===== config.mk =====
export PLATFORM = sky130hd
export DESIGN_NAME = control
export DESIGN_NICKNAME = d
export VERILOG_FILES = /design/src/rtl/control.sv
export SDC_FILE = /design/constraint.sdc
export NUM_CORES = 1
export LEC_CHECK = 0
export CORE_ASPECT_RATIO = 1.25
export CORE_MARGIN = 3
export CORE_UTILIZATION = 47
export DETAILED_ROUTE_END_ITERATION = 10
export PLACE_DENSITY = 0.91
export SLEW_MARGIN = 15
export SYNTH_ARGS = -nofsm -noshare
export SYNTH_HDL_FRONTEND = slang
export SYNTH_SLANG_ARGS = --single-unit
export TNS_END_PERCENT = 50

===== constraint.sdc =====
create_clock -name clk -period 2.3 [get_ports clk]
set_input_delay 0.46 -clock clk [delete_from_list [all_inputs] [get_ports clk]]
set_output_delay 0.46 -clock clk [all_outputs]
set_load 0.01 [all_outputs]

===== src/rtl/control.sv =====
// Multicycle Moore control unit for the LC-3b datapath, with a retired-instruction counter.
// Optional shift support is enabled by defining CONTROL_SHF_EN; otherwise op_shf retires as a NOP.

package lc3b_types;

    typedef enum logic [3:0] {
        op_br   = 4'b0000,
        op_add  = 4'b0001,
        op_ldb  = 4'b0010,
        op_stb  = 4'b0011,
        op_jsr  = 4'b0100,
        op_and  = 4'b0101,
        op_ldr  = 4'b0110,
        op_str  = 4'b0111,
        op_rti  = 4'b1000,
        op_not  = 4'b1001,
        op_ldi  = 4'b1010,
        op_sti  = 4'b1011,
        op_jmp  = 4'b1100,
        op_shf  = 4'b1101,
        op_lea  = 4'b1110,
        op_trap = 4'b1111
    } lc3b_opcode;

    typedef enum logic [2:0] {
        alu_add,
        alu_and,
        alu_not,
        alu_pass,
        alu_sll,
        alu_srl,
        alu_sra
    } lc3b_aluop;

endpackage

module control
    import lc3b_types::*;
#(
    parameter int CNT_WIDTH = 16
)
(
    input  logic                 clk,
    input  logic                 reset,
    input  lc3b_opcode           opcode,
    input  logic                 instruction5,
    input  logic                 instruction4,
    input  logic                 branch_enable,
    input  logic                 mem_resp,
    output logic [1:0]           pcmux_sel,
    output logic                 storemux_sel,
    output logic [1:0]           alumux_sel,
    output logic                 marmux_sel,
    output logic                 mdrmux_sel,
    output logic [1:0]           regfilemux_sel,
    output logic                 load_pc,
    output logic                 load_cc,
    output logic                 load_ir,
    output logic                 load_mar,
    output logic                 load_mdr,
    output logic                 load_regfile,
    output lc3b_aluop            aluop,
    output logic                 mem_read,
    output logic                 mem_write,
    output logic [CNT_WIDTH-1:0] instr_count
);

    typedef enum logic [4:0] {
        s_fetch1,
        s_fetch2,
        s_fetch3,
        s_decode,
        s_add,
        s_and,
        s_not,
`ifdef CONTROL_SHF_EN
        s_shf,
`endif
        s_br_taken,
        s_jmp,
        s_lea,
        s_ldr1,
        s_ldr2,
        s_ldr3,
        s_str1,
        s_str2,
        s_str3
    } state_t;

    state_t state;
    state_t next_state;
    logic   retire;

`ifndef CONTROL_SHF_EN
    logic unused_shf_bits;
    assign unused_shf_bits = instruction4;
`endif

    always_ff @(posedge clk) begin
        if (reset) begin
            state       <= s_fetch1;
            instr_count <= '0;
        end else begin
            state <= next_state;
            if (retire)
                instr_count <= instr_count + CNT_WIDTH'(1);
        end
    end

    // An instruction retires on the cycle that hands control back to FETCH1.
    always_comb begin
        retire = 1'b0;
        if (next_state == s_fetch1 &&
            state != s_fetch1 && state != s_fetch2 && state != s_fetch3)
            retire = 1'b1;
    end

    always_comb begin
        next_state     = state;
        pcmux_sel      = 2'd0;
        storemux_sel   = 1'b0;
        alumux_sel     = 2'd0;
        marmux_sel     = 1'b0;
        mdrmux_sel     = 1'b0;
        regfilemux_sel = 2'd0;
        load_pc        = 1'b0;
        load_cc        = 1'b0;
        load_ir        = 1'b0;
        load_mar       = 1'b0;
        load_mdr       = 1'b0;
        load_regfile   = 1'b0;
        aluop          = alu_add;
        mem_read       = 1'b0;
        mem_write      = 1'b0;

        case (state)
            s_fetch1: begin
                marmux_sel = 1'b1;
                load_mar   = 1'b1;
                next_state = s_fetch2;
            end
            s_fetch2: begin
                mem_read   = 1'b1;
                mdrmux_sel = 1'b1;
                load_mdr   = mem_resp;
                if (mem_resp)
                    next_state = s_fetch3;
            end
            s_fetch3: begin
                load_ir    = 1'b1;
                pcmux_sel  = 2'd0;
                load_pc    = 1'b1;
                next_state = s_decode;
            end
            // Branch condition is resolved here so a not-taken branch retires in 4 cycles.
            s_decode: begin
                case (opcode)
                    op_add: next_state = s_add;
                    op_and: next_state = s_and;
                    op_not: next_state = s_not;
`ifdef CONTROL_SHF_EN
                    op_shf: next_state = s_shf;
`endif
                    op_br:  next_state = branch_enable ? s_br_taken : s_fetch1;
                    op_jmp: next_state = s_jmp;
                    op_lea: next_state = s_lea;
                    op_ldr: next_state = s_ldr1;
                    op_str: next_state = s_str1;
                    default: next_state = s_fetch1;
                endcase
            end
            s_add, s_and: begin
                aluop        = (state == s_add) ? alu_add : alu_and;
                alumux_sel   = instruction5 ? 2'd1 : 2'd0;
                load_regfile = 1'b1;
                load_cc      = 1'b1;
                next_state   = s_fetch1;
            end
            s_not: begin
                aluop        = alu_not;
                load_regfile = 1'b1;
                load_cc      = 1'b1;
                next_state   = s_fetch1;
            end
`ifdef CONTROL_SHF_EN
            s_shf: begin
                alumux_sel = 2'd3;
                if (!instruction4)
                    aluop = alu_sll;
                else
                    aluop = instruction5 ? alu_sra : alu_srl;
                load_regfile = 1'b1;
                load_cc      = 1'b1;
                next_state   = s_fetch1;
            end
`endif
            s_br_taken: begin
                pcmux_sel  = 2'd1;
                load_pc    = 1'b1;
                next_state = s_fetch1;
            end
            s_jmp: begin
                pcmux_sel  = 2'd2;
                load_pc    = 1'b1;
                next_state = s_fetch1;
            end
            s_lea: begin
                regfilemux_sel = 2'd2;
                load_regfile   = 1'b1;
                load_cc        = 1'b1;
                next_state     = s_fetch1;
            end
            s_ldr1, s_str1: begin
                alumux_sel = 2'd2;
                aluop      = alu_add;
                marmux_sel = 1'b0;
                load_mar   = 1'b1;
                next_state = (state == s_ldr1) ? s_ldr2 : s_str2;
            end
            s_ldr2: begin
                mem_read   = 1'b1;
                mdrmux_sel = 1'b1;
                load_mdr   = mem_resp;
                if (mem_resp)
                    next_state = s_ldr3;
            end
            s_ldr3: begin
                regfilemux_sel = 2'd1;
                load_regfile   = 1'b1;
                load_cc        = 1'b1;
                next_state     = s_fetch1;
            end
            s_str2: begin
                storemux_sel = 1'b1;
                aluop        = alu_pass;
                mdrmux_sel   = 1'b0;
                load_mdr     = 1'b1;
                next_state   = s_str3;
            end
            s_str3: begin
                mem_write = 1'b1;
                if (mem_resp)
                    next_state = s_fetch1;
            end
            default: next_state = s_fetch1;
        endcase
    end

endmodule


# Word level (Yosys, flattened, before mapping)

Cells that the tools add are included.
W data, S select, Z words.

Word-level logic and storage cells: 63
Input port bits: 10
Bits in registers: 21
Output and inout port bits: 36

Reduce and logical (&&, ||, !) cells: 13
Equality and inequality tests: 24
Multiplexer cells: 23
$add $sub $neg: 1

Operator list:

| operator                | count |
|---|---|
| $eq A5 B4 Y1 const B    | 8 |
| $pmux W5 S8             | 1 |
| $pmux W4 S8             | 1 |
| $eq A5 B3 Y1 const B    | 4 |
| $add A16 B1 Y16 const B | 1 |
| $mux W5                 | 3 |
| $eq A4 B3 Y1 const B    | 3 |
| $eq A4 B4 Y1 const B    | 3 |
| $pmux W2 S2             | 3 |
| $mux W1                 | 11 |
| $eq A5 B2 Y1 const B    | 2 |
| $logic_not A5 Y1        | 2 |
| $mux W3                 | 2 |
| $pmux W2 S3             | 1 |
| $reduce_or A2 Y1        | 3 |
| $reduce_or A3 Y1        | 2 |
| $eq A5 B1 Y1 const B    | 1 |
| $ne A5 B1 Y1 const B    | 1 |
| $ne A5 B2 Y1 const B    | 1 |
| $reduce_bool A5 Y1      | 1 |
| $reduce_or A5 Y1        | 1 |
| $eq A4 B1 Y1 const B    | 1 |
| $logic_not A4 Y1        | 1 |
| $logic_and A1 B1 Y1     | 3 |
| $pmux W1 S2             | 1 |

# Longest topological paths before layout

Depth in word-level cells: 8
Gate-level depth with buffers: 8
Gate-level depth less buffers: 6

# Worst setup path after synthesis

No wires, ideal clock.

Kind: reg-to-output
Start point: register state[1]
End point: output load_mdr
Path buffers: 2
Slack: 0.370 ns
Required time: 1.840 ns
Data arrival time: 1.470 ns
Stages on the path, launching flop included: 6
Cell sequence: dfxtp_1 buf_2 buf_1 nor2_1 nor3_1 a21o_1

Longest elaborated chain between the ends: 3
Elaborated cells on any way between the ends: 5
Classes of those cells: 3 x eq/ne; 1 x mux; 1 x reduce/logical

RTL lines:

| item                                                | RTL line | text |
|---|---|---|
| start, declared                                     | 90       | `state_t state;` |
| start signal, assigned                              | 101      | `state <= s_fetch1;` |
| start signal, assigned                              | 104      | `state <= next_state;` |
| $eq A5 B4 Y1 / $eq A5 B1 Y1 (equally long branches) | 136      | `case (state)` |
| $reduce_or A2 Y1 (no source line)                   | n/a      |  |
| $pmux W1 S2 *                                       | 136      |  |
| end, declared                                       | 60       | `output logic load_mdr,` |

Every way passes the cells marked *; elsewhere a longest branch is shown, timed or not.

# Final worst setup path

Start point: register state[4]
End point: output mem_write

Longest elaborated chain between the ends: 2

RTL lines:

| item          | RTL line | text |
|---|---|---|
| $eq A5 B4 Y1  | 136      |  |
| $mux W1       | 136      |  |
| end, declared | 64       | `output logic mem_write,` |

No other way between the ends.

==> impl_metrics.ini <==
[run_status]
outcome = complete, no violations

[detailed_routing]
vias = 1714
postRouteWirelength_mm = 4.04
avgRoutedWirePerCell_um = 13.9
viasPerCell = 5.91
ant_nets = 0
drtPass1Iterations = 4
drtIter0Drc = 84
drc = 0

[power]
vdd_drop_max_v = 0.000296
p_per_area_nw_per_um2 = 316
leakage_nw = 0.865
power_w = 0.000678

[logic_synthesis]
synth_edf_count = 0
netlist_area_um2 = 1520
async_flop_share_pct = 0
ys_seq_elements = 21
seq_area_frac_synth_pct = 27.6
syn_area_per_cell_um2 = 7.53
synth_flop_cell = dfxtp_1
synth_cells = 202
yosys_warnings = 0
ys_types = 49

[floorplan]
die_h_um = 69.6
start_util_pct = 50.2
core_um2 = 3030
fp.dieW_um = 56.9
ios = 46
die_area_um2 = 3960
rows = 22

[global_routing]
grt-ovfl-total = 0
grt_pass1_wl_mm = 6.60
grt_antenna_before_repair = 0
grt_max_degree = 30
track_usage_pct = 19.5
grt_pass1_vias = 1549

[timing]
fin_crit_sh_pct = 97.4
finalClockSkew_ns = 0.00175
hold_violations = 0
max_freq_ghz = 0.446
slew_viol_final = 0
fin_crit_ns = 2.24
finalSetupViolCount = 0

[clocking]
path_clk_slew_ns = 0.11
cts-root-buf = clkbuf_4
clock_latency_ns = 0.31
cts_setup_buffers = 0
clockBufferDepth = 2
cts_tree = yes
cts_buffers = 3
htree_levels = 1
clock_sinks = 21

[run]
max-cap-violations = 0

[finish]
diodes = 0
drive_above_1_share_pct = 16.5
final_common_cell = clkdlybuf4s50_1
final_cell_mix = 33 x clkdlybuf4s50_1, 20 x buf_4, 19 x nor2_1
fin_nets = 266
utilization_pct = 70.8
syn_to_final_growth_pct = 40.9

[setup_path]
r2r-start = state[2]
reg2reg_slack_ns = 0.32
cp-end-kind = output pin
path_class = flop to output pin
required_ns = 1.84
worstPathArrival_ns = 1.78
r2r_end = instr_count[13]
rr_worst_depth = 6
start_kind = flop
worstPathMaxFanout = 6

[min_path]
min_path_cells = 2
holdPathEnd = instr_count[9]
min-delay-start = instr_count[9]
hold_path.class = flop to flop

[place]
port_buffers = 43
routabilityCongestion = 0.791
place_hpwl_mm = 2.98
==> report_power, final <==
| part | switching, W | total [W] | internal, W |
|---|---|---|---|
| Sequential | 0.0000119 | 0.000379 | 0.000367 |
| Combinational | 0.0000570 | 0.000118 | 0.0000611 |
| Clock | 0.000113 | 0.000181 | 0.0000678 |
==> sequential cells by signal, summed over array words and instances, names as in the netlist <==
register / flops
instr_count: 16
state: 5
==> cell usage after synthesis, types with 2 or more instances <==
cell | count | area share (%)
a21oi_1 | 18 | 5.9
a22oi_1 | 2 | 0.99
and2_1 | 3 | 1.2
and3_1 | 5 | 2.1
buf_2 | 6 | 2.0
buf_4 | 3 | 1.5
buf_6 | 3 | 2.2
clkbuf_1 | 4 | 0.99
dfxtp_1 | 21 | 28
inv_1 | 3 | 0.74
mux2_1 | 4 | 3.0
nand2_1 | 16 | 3.9
nand2b_1 | 6 | 2.5
nand3_1 | 5 | 1.6
nand3b_1 | 2 | 0.99
nand4_1 | 3 | 1.2
nor2_1 | 19 | 4.7
nor2b_1 | 9 | 3.7
nor3_1 | 7 | 2.3
nor4_1 | 4 | 1.6
o21ai_0 | 3 | 0.99
o21ai_1 | 5 | 1.6
o22ai_1 | 3 | 1.2
o31ai_1 | 11 | 5.4
or2_1 | 2 | 0.82
or3_1 | 2 | 0.82
or4_1 | 11 | 5.4
==> metal layers <==
metal  track usage, %  wire length (µm)  vias to the layer above
met4             6.96                92                        0
met3             1.12               147                       11
li1                 -                 -                      842
met5                0                 0                        -
met1             22.6              1690                      818
met2             36.6              2110                       43
==> area by class of cell <==
type | instances | area, µm²
tap | 36 | 45.0
timing repair buffer | 64 | 607
fill | 244 | 885
sequential | 21 | 434
multi-input combinational | 161 | 1020
clock buffer | 4 | 26.3
inverter | 4 | 15.0
==> cells by family after synthesis <==
kind of cell	after synthesis	share of synthesized area, %
compound gates	49	20.4
mux	5	3.62
buf+inv	21	7.89
flops	21	27.6
simple gates	103	38.7
fa+ha+maj	2	1.48
other cells	1	0.246
==> worst max path at each step <==
stage / from / to / slack, ns / cells past startpoint
5_1_grt: state[3] / mem_read / -0.03 / 4
2_1_floorplan: state[1] / load_mdr / 0.37 / 5
3_3_place_gp: opcode[0] / instr_count[11] / -0.0008 / 7
6_report: state[4] / mem_write / 0.06 / 4
4_1_cts: state[2] / marmux_sel / 0.02 / 3
3_5_place_dp: opcode[3] / instr_count[8] / -0.05 / 7
==> critical path: stages, from the launching register on <==
cell and delay, ns:
dfxtp_2 0.37, nand2b_1 0.20, or2_1 0.26, nor2_1 0.10, clkdlybuf4s50_1 0.54
==> per-stage QoR <==
stage          hold slack, ns  setup TNS, ns  instances  instance area [µm²]  setup WS, ns
2_1_floorplan           0.504              0        203                 1530         0.370
3_3_place_gp            0.476      -0.000805        286                 2070     -0.000805
3_5_place_dp            0.488         -0.261        286                 2070       -0.0493
4_1_cts                 0.504              0        290                 2120        0.0161
5_1_grt                 0.546        -0.0534        290                 2140       -0.0287
6_report                0.505              0        290                 2140        0.0597
==> repair_timing <==
| item | CTS | global route |
|---|---|---|
| endpoints found under the hold margin | 0 | 0 |
| gates resized for setup | 16 | 7 |
| endpoints found under the setup margin | 17 | 7 |
| gates cloned | 0 | 0 |
| hold buffers | 0 | 0 |
| pin swaps | 0 | 0 |
Power figures use the tool's default switching activity.
